**src/rtl/softmax_normalizer.sv**
```systemverilog
// Normalises a frame of N pseudo-exponential values into FRAC-bit probabilities.
// Elements are buffered and summed, then each is divided by the sum with a serial restoring divider.
module softmax_normalizer #(
    parameter int N    = 4,
    parameter int FRAC = 8
) (
    input  logic            clk,
    input  logic            rst_n,
    input  logic            in_valid,
    output logic            in_ready,
    input  logic [2:0]      mant_in,
    input  logic [2:0]      exp_in,
    output logic            out_valid,
    input  logic            out_ready,
    output logic [FRAC-1:0] prob_out,
    output logic [2:0]      idx_out,
    output logic            out_last,
    output logic [1:0]      state_dbg
);

    // Handshake: a transfer happens on a rising edge only when valid and ready
    // are both 1; valid/payload are held by the source until that edge, and
    // ready never depends combinationally on valid.

    localparam int SW = 11 + $clog2(N);
    localparam int BW = $clog2(FRAC + 1);

    localparam logic [1:0] S_LOAD = 2'd0;
    localparam logic [1:0] S_DIV  = 2'd1;
    localparam logic [1:0] S_OUT  = 2'd2;

    localparam logic [2:0]    LAST_IDX = 3'(N - 1);
    localparam logic [3:0]    LAST_CNT = 4'(N - 1);
    localparam logic [BW-1:0] LAST_BIT = BW'(FRAC - 1);

    logic [1:0]      state_q, state_d;
    logic [3:0]      cnt_q, cnt_d;
    logic [2:0]      idx_q, idx_d;
    logic [SW-1:0]   sum_q, sum_d;
    logic [SW-1:0]   rem_q, rem_d;
    logic [FRAC-1:0] quo_q, quo_d;
    logic [BW-1:0]   bit_q, bit_d;
    logic [FRAC-1:0] prob_q, prob_d;
    logic [10:0]     buf_q [8];
    logic [10:0]     buf_d [8];

    logic [10:0]     v_in;
    logic [SW:0]     rem_shift;
    logic [SW-1:0]   rem_diff;
    logic            q_bit;
    logic [FRAC-1:0] quo_next;

    always_comb begin
        v_in = {7'd0, 1'b1, mant_in} << exp_in;

        // The partial remainder is always below SUM, so the shifted value fits
        // in SW+1 bits and the difference, when taken, fits back into SW bits.
        rem_shift = {rem_q, 1'b0};
        q_bit     = rem_shift >= {1'b0, sum_q};
        rem_diff  = rem_shift[SW-1:0] - sum_q;
        quo_next  = (quo_q << 1) | {{(FRAC-1){1'b0}}, q_bit};

        state_d = state_q;
        cnt_d   = cnt_q;
        idx_d   = idx_q;
        sum_d   = sum_q;
        rem_d   = rem_q;
        quo_d   = quo_q;
        bit_d   = bit_q;
        prob_d  = prob_q;
        buf_d   = buf_q;

        case (state_q)
            S_LOAD: begin
                if (in_valid) begin
                    buf_d[cnt_q[2:0]] = v_in;
                    sum_d             = sum_q + SW'(v_in);
                    cnt_d             = cnt_q + 4'd1;
                    if (cnt_q == LAST_CNT) begin
                        // Slot 0 was written on an earlier edge because N >= 2.
                        state_d = S_DIV;
                        idx_d   = 3'd0;
                        bit_d   = '0;
                        quo_d   = '0;
                        rem_d   = SW'(buf_q[0]);
                    end
                end
            end
            S_DIV: begin
                rem_d = q_bit ? rem_diff : rem_shift[SW-1:0];
                quo_d = quo_next;
                bit_d = bit_q + BW'(1);
                if (bit_q == LAST_BIT) begin
                    state_d = S_OUT;
                    prob_d  = quo_next;
                end
            end
            S_OUT: begin
                if (out_ready) begin
                    if (idx_q == LAST_IDX) begin
                        state_d = S_LOAD;
                        sum_d   = '0;
                        cnt_d   = 4'd0;
                        idx_d   = 3'd0;
                    end else begin
                        state_d = S_DIV;
                        idx_d   = idx_q + 3'd1;
                        bit_d   = '0;
                        quo_d   = '0;
                        rem_d   = SW'(buf_q[idx_q + 3'd1]);
                    end
                end
            end
            default: begin
                state_d = S_LOAD;
            end
        endcase
    end

    always_ff @(posedge clk or negedge rst_n) begin
        if (!rst_n) begin
            state_q <= S_LOAD;
            cnt_q   <= 4'd0;
            idx_q   <= 3'd0;
            sum_q   <= '0;
            rem_q   <= '0;
            quo_q   <= '0;
            bit_q   <= '0;
            prob_q  <= '0;
        end else begin
            state_q <= state_d;
            cnt_q   <= cnt_d;
            idx_q   <= idx_d;
            sum_q   <= sum_d;
            rem_q   <= rem_d;
            quo_q   <= quo_d;
            bit_q   <= bit_d;
            prob_q  <= prob_d;
        end
    end

    // The buffer is never read before the current frame rewrites it, so it needs no reset.
    always_ff @(posedge clk) begin
        buf_q <= buf_d;
    end

    assign in_ready  = (state_q == S_LOAD);
    assign out_valid = (state_q == S_OUT);
    assign prob_out  = prob_q;
    assign idx_out   = idx_q;
    assign out_last  = (state_q == S_OUT) && (idx_q == LAST_IDX);
    assign state_dbg = state_q;

endmodule

```
**config.mk**
```make
export PLATFORM = sky130hd
export DESIGN_NAME = softmax_normalizer
export DESIGN_NICKNAME = d
export VERILOG_FILES = /design/src/rtl/softmax_normalizer.sv
export SDC_FILE = /design/constraint.sdc
export NUM_CORES = 1
export LEC_CHECK = 0
export BUFFER_PORTS_ARGS = -buffer_cell sky130_fd_sc_hd__buf_2
export CAP_MARGIN = 20
export CORE_ASPECT_RATIO = 0.9
export CORE_MARGIN = 2
export CORE_UTILIZATION = 35
export CTS_BUF_LIST = sky130_fd_sc_hd__clkbuf_8
export DETAILED_ROUTE_END_ITERATION = 16
export GPL_ROUTABILITY_DRIVEN = 0
export GPL_TIMING_DRIVEN = 0
export PLACE_DENSITY = 0.54
export SYNTH_ARGS = -nofsm -noshare
export SYNTH_HDL_FRONTEND = slang
export SYNTH_SLANG_ARGS = --single-unit
```
**constraint.sdc**
```tcl
create_clock -name clk -period 2.28 [get_ports clk]
set_input_delay 0.456 -clock clk [delete_from_list [all_inputs] [get_ports clk]]
set_output_delay 0.456 -clock clk [all_outputs]
set_load 0.02 [all_outputs]
```
* Word-level counts from Yosys, hierarchy flattened
Index checks and enable logic that the tools add are counted.
Word-level totals: register bits after elaboration 142, latch bits 0, bits in writable memories 0, ROM bits 0, bits of input ports 10, output and inout port bits 16, memories kept 0
Operators by class: add/subtract/negate cells 5, multiply operators 0, divide/modulo/power cells 0, magnitude comparators 4, equality and inequality tests 11, shifts and indexed selects 1, muxes and demuxes 41, bitwise logic cells 3, reduce and logical (&&, ||, !) cells 11
Operator list (count):
- 13-bit two-way mux | 8
- 88-bit bitwise mux | 1
- 13-bit case mux with 3 select lines | 1
- 11-bit binary-select mux with 3-bit select | 1
- 11-bit demux with 3-bit select | 1
- 11-bit two-way mux | 3
- 4-bit two-way mux | 7
- 7-bit two-way mux | 4
- 13-bit case mux with 2 select lines | 1
- 7-bit case mux with 3 select lines | 1
- 14-bit by 13-bit >= comparator with 1-bit output | 1
- 13-bit by 11-bit adder with 13-bit output | 1
- 13-bit subtractor | 1
- 3-bit two-way mux | 4
- 4-bit case mux with 3 select lines | 1
- 4-bit AND reduction | 3
- 4-bit by 3-bit left shift with 11-bit output | 1
- 4-bit by 1-bit adder with 4-bit output (second input constant) | 2
- 4-bit >= comparator (second input constant) | 2
- 2-bit two-way mux | 4
- 3-bit NOT with 4-bit output | 2
- 8-bit by 1-bit bitwise OR with 8-bit output | 1
- 4-bit case mux with 2 select lines | 1
- 2-bit by 1-bit inequality test with 1-bit output (second input constant) | 3
- 17 further kinds | 21

* Depth between registers and ports, before layout
word-level depth 8, depth in mapped cells 13

* Worst setup path after synthesis
No wires, ideal clock.
path kind input port to flip-flop, from in exp_in[1], to reg sum_q[10], library setup time 122 ps, arrival time 2809 ps, data required time 2158 ps, slack -650 ps, stages on the path 10, buffers on the path 1, cell sequence clkbuf_1 > nor2_1 > a211oi_1 > ha_1 > o21ai_1 > a21oi_1 > o221ai_1 > a211oi_1 > or3_1 > a32o_1
Between the ends: word-level cells in the longest chain between the ends 4
RTL lines:
- start, declared | line 12 | input logic [2:0] exp_in,
- 4-bit by 3-bit left shift with 11-bit output | line 54 | v_in = {7'd0, 1'b1, mant_in} << exp_in;
- via v_in[3] | line 47 | logic [10:0] v_in;
- 13-bit by 11-bit adder with 13-bit output | line 77 | sum_d = sum_q + SW'(v_in);
- 13-bit two-way mux | line 75 | if (in_valid) begin
- 13-bit case mux with 2 select lines | line 73 | case (state_q)
- end signal, assigned | line 134 | sum_q <= sum_d;
- end, declared | line 39 | logic [SW-1:0] sum_q, sum_d;
The timed path passes the listed nets, and every way through them passes these cells. The select of a mux whose other input is x is not followed. A chain may end at the register's enable or synchronous reset.

* Worst setup path in the final report
from in exp_in[0], to reg sum_q[12]
Between the ends: word-level cells in the longest chain between the ends 4
RTL lines (line):
- 4-bit by 3-bit left shift with 11-bit output | 54
- 13-bit by 11-bit adder with 13-bit output | 77
- 13-bit two-way mux | 75
- 13-bit case mux with 2 select lines | 73
Every way passes these cells. The select of a mux whose other input is x is not followed.

==> metrics.cfg <==
[sta]
fin_ws_ns = -0.190
maxClockFrequency_mhz = 405
max-slew-margin-rel_pct = 52.6
post-route-period-util_pct = 108
rsz0062_at_grt = true
skew_ns = 0.0108
slew_viol_final = 0
setup_viol = 20
hold_ws_ns = 0.411
tightest_slew_ns = 0.710
hold_viol_final = 0
min_period_ns = 2.47

[floorplanning]
start_util_pct = 35.6
die_x_um = 157
die-area_um2 = 22200
io_pins = 26
die_h_um = 142
fp-row-count = 50
core_area_um2 = 20700

[power]
p_comb_share_pct = 55.9
p_int_mw = 7.16
clkPwrFrac_pct = 14.1
power_density_nw_per_um2 = 1290
p_seq_share_pct = 30.0
p_switching_mw = 4.85
power_leakage_nw = 3.61
ir_drop_v = 0.000547
sw_frac_of_total_pct = 40.4

[critical_path]
required_ns = 2.61
worst_setup_path_start_kind = input port
critPathKind = in2reg
critPathMaxStageDelay_ns = 0.43
worstPathArrival_ns = 2.80
reg2reg_setup_slack_ns = -0.19
cpMaxStageDelayCell = fa_2
reg2reg_from = sum_q[1]
crit_path_end_kind = register
rr_worst_depth = 11
r2r_end = rem_q[9]
path_cells = buf_12 > mux2i_4 > or3_4 > fa_2 > nor2b_4 > o21ai_2 > a21oi_2 > o221ai_4 > a211oi_2 > o21ai_1 > mux2_2
crit_fanout = 6

[logic_synthesis]
yosysTopAreaCell = edfxtp_1
synth_edf_count = 88
syn-num-nets = 625
syn_area_per_cell_um2 = 12.7
syn_inst = 579
synth_seq_cells = 142
synthesis.area_um2 = 7360
seq_area_frac_synth_pct = 54.2
ys_top_cells_by_area = edfxtp_1 (36%), dfrtp_1 (18%), mux4_2 (6.7%)
synth_common_cells = edfxtp_1 (88), dfrtp_1 (54), nand2_1 (43)
synth_top_area_share_pct = 35.9
synth-main-ff-cell = edfxtp_1
yosysMostFrequentCell = edfxtp_1
synth_cell_type_count = 69
synth_warnings = 0
synthArstFlopShare_pct = 38.0

[final_layout]
area_growth_pct = 26.7
layout.nets = 724
fin_cells = 978
drive_above_1_share_pct = 41.7

[placed_design]
dp_hpwl_um = 13200
dp.cells = 890
dp_slack_ns = -1.17
io_buffers = 24

[drt]
drc_errors = 0
ant_nets = 0
first_pass_iters = 4
drt-total-wl_um = 19200
vias_per_cell = 5.24
drtIter0Drc = 257
wl_per_cell_um = 19.7
dr_total_vias = 5124

[clocking]
cts_htree_levels = 4
path_clk_slew_ns = 0.08
cts_sinks = 142
cts_tree = done
clk_latency_ns = 0.44
clockBufferDepth = 2
cts_root_buffer = clkbuf_8
numCtsBuffers = 17

[worst_hold_path]
hold_end = sum_q[1]
hold_path_class = in2reg
whs_path_depth = 3
min_from = in_valid

[global_route]
grt_usage_pct = 18.1
grt_start_max_net_pins = 39
grt_pass1_vias = 5281
overflow = 0
grt_pass1_wl_um = 29800
grt_antenna_before_repair = 0

[status]
violations = negative setup slack
outcome = finished with violations

[flow_run]
max_cap_viol_count = 0

power by group through the flow:
| stage | combinational [mW] | clock [mW] | sequential [mW] |
|---|---|---|---|
| after CTS | 6.09 | 1.74 | 3.62 |
| final | 6.71 | 1.69 | 3.60 |
| after global routing | 7.27 | 1.83 | 3.65 |
| after detailed placement | 4.75 | 0 | 3.65 |
| after floorplan | 3.67 | 0 | 3.53 |
| after global placement | 4.65 | 0 | 3.62 |
metrics by stage:
stage | power (mW) | instance area [um^2] | TNS, ns | util, %
global placement | 8.27 | 8020 | -27.59 | 38.7
detailed placement | 8.40 | 8040 | -35.99 | 38.8
CTS | 11.4 | 9050 | -2.51 | 43.7
floorplan | 7.20 | 7540 | -1.55 | -
finish | 12.0 | 9330 | -2.13 | 45.1
global route | 12.8 | 9330 | -3.81 | 45.0
logic make-up after synthesis:
group           synth area share [%]
buf+inv                         3.65
mux                             11.6
compound gates                  12.3
fa+ha+maj                       6.32
xor+xnor                        1.31
flops                           54.2
simple gates                    10.6
routing by layer:
layer	vias to the layer above	global-route usage (%)	share of wire, %
met4	0	4.49	1.2
met5	-	0	0
met3	12	5.25	5.3
li1	2393	-	-
met2	104	29.4	48
met1	2615	24.0	45
layout make-up:
type | instances | area (um^2)
fillers | 1895 | 11400
flip-flops and latches | 142 | 4000
multi-input cells | 379 | 3690
repair buffers | 80 | 637
well taps | 286 | 358
clock buffers | 17 | 234
plain buffers | 24 | 188
inverters | 34 | 138
clock inverters | 15 | 82.6
diodes | 1 | 2.50
registers in the layout, summed over array words and instances (netlist names):
register,cells
buf_q,88
state_dbg,2
quo_q,7
bit_q,4
sum_q,13
rem_q,13
prob_out,8
idx_out,3
cnt_q,4
critical path: cells and delay by family:
kind	cells	cell delay, ns
fa+ha+maj	1	0.43
simple gates	2	0.50
buf+inv	1	0.11
mux	2	0.47
compound gates	5	0.84
cell usage in the layout (no fill, tap or decap), types with 11 or more instances in the layout:
cell,n
or3_1,12
nand2_1,42
buf_4,45
o21ai_0,17
clkbuf_8,20
mux4_2,22
dfrtp_1,49
ha_1,17
ha_4,15
nand3_1,11
buf_2,27
buf_6,13
inv_1,26
edfxtp_1,88
nor2_1,20
mux2_2,23
a21oi_1,15
worst max-delay path by stage:
stage / from / end / slack (ns) / cells after the start
floorplan: exp_in[0] / sum_q[10] / -0.34 / 12
global placement: exp_in[0] / sum_q[10] / -1.12 / 9
detailed placement: exp_in[0] / sum_q[10] / -1.17 / 9
CTS: rem_q[0] / rem_q[1] / -0.23 / 10
global route: sum_q[1] / rem_q[9] / -0.29 / 9
finish: exp_in[0] / sum_q[12] / -0.19 / 11
repair_timing:
action | CTS | global route
endpoints found under the hold margin | 16 | 0
hold buffers | 1 | 0
gates resized for setup | 83 | 45
pin swaps | 45 | 35
endpoints found under the setup margin | 129 | 129
setup buffers | 40 | 17
Note: power is estimated with default switching activity, not from simulation.
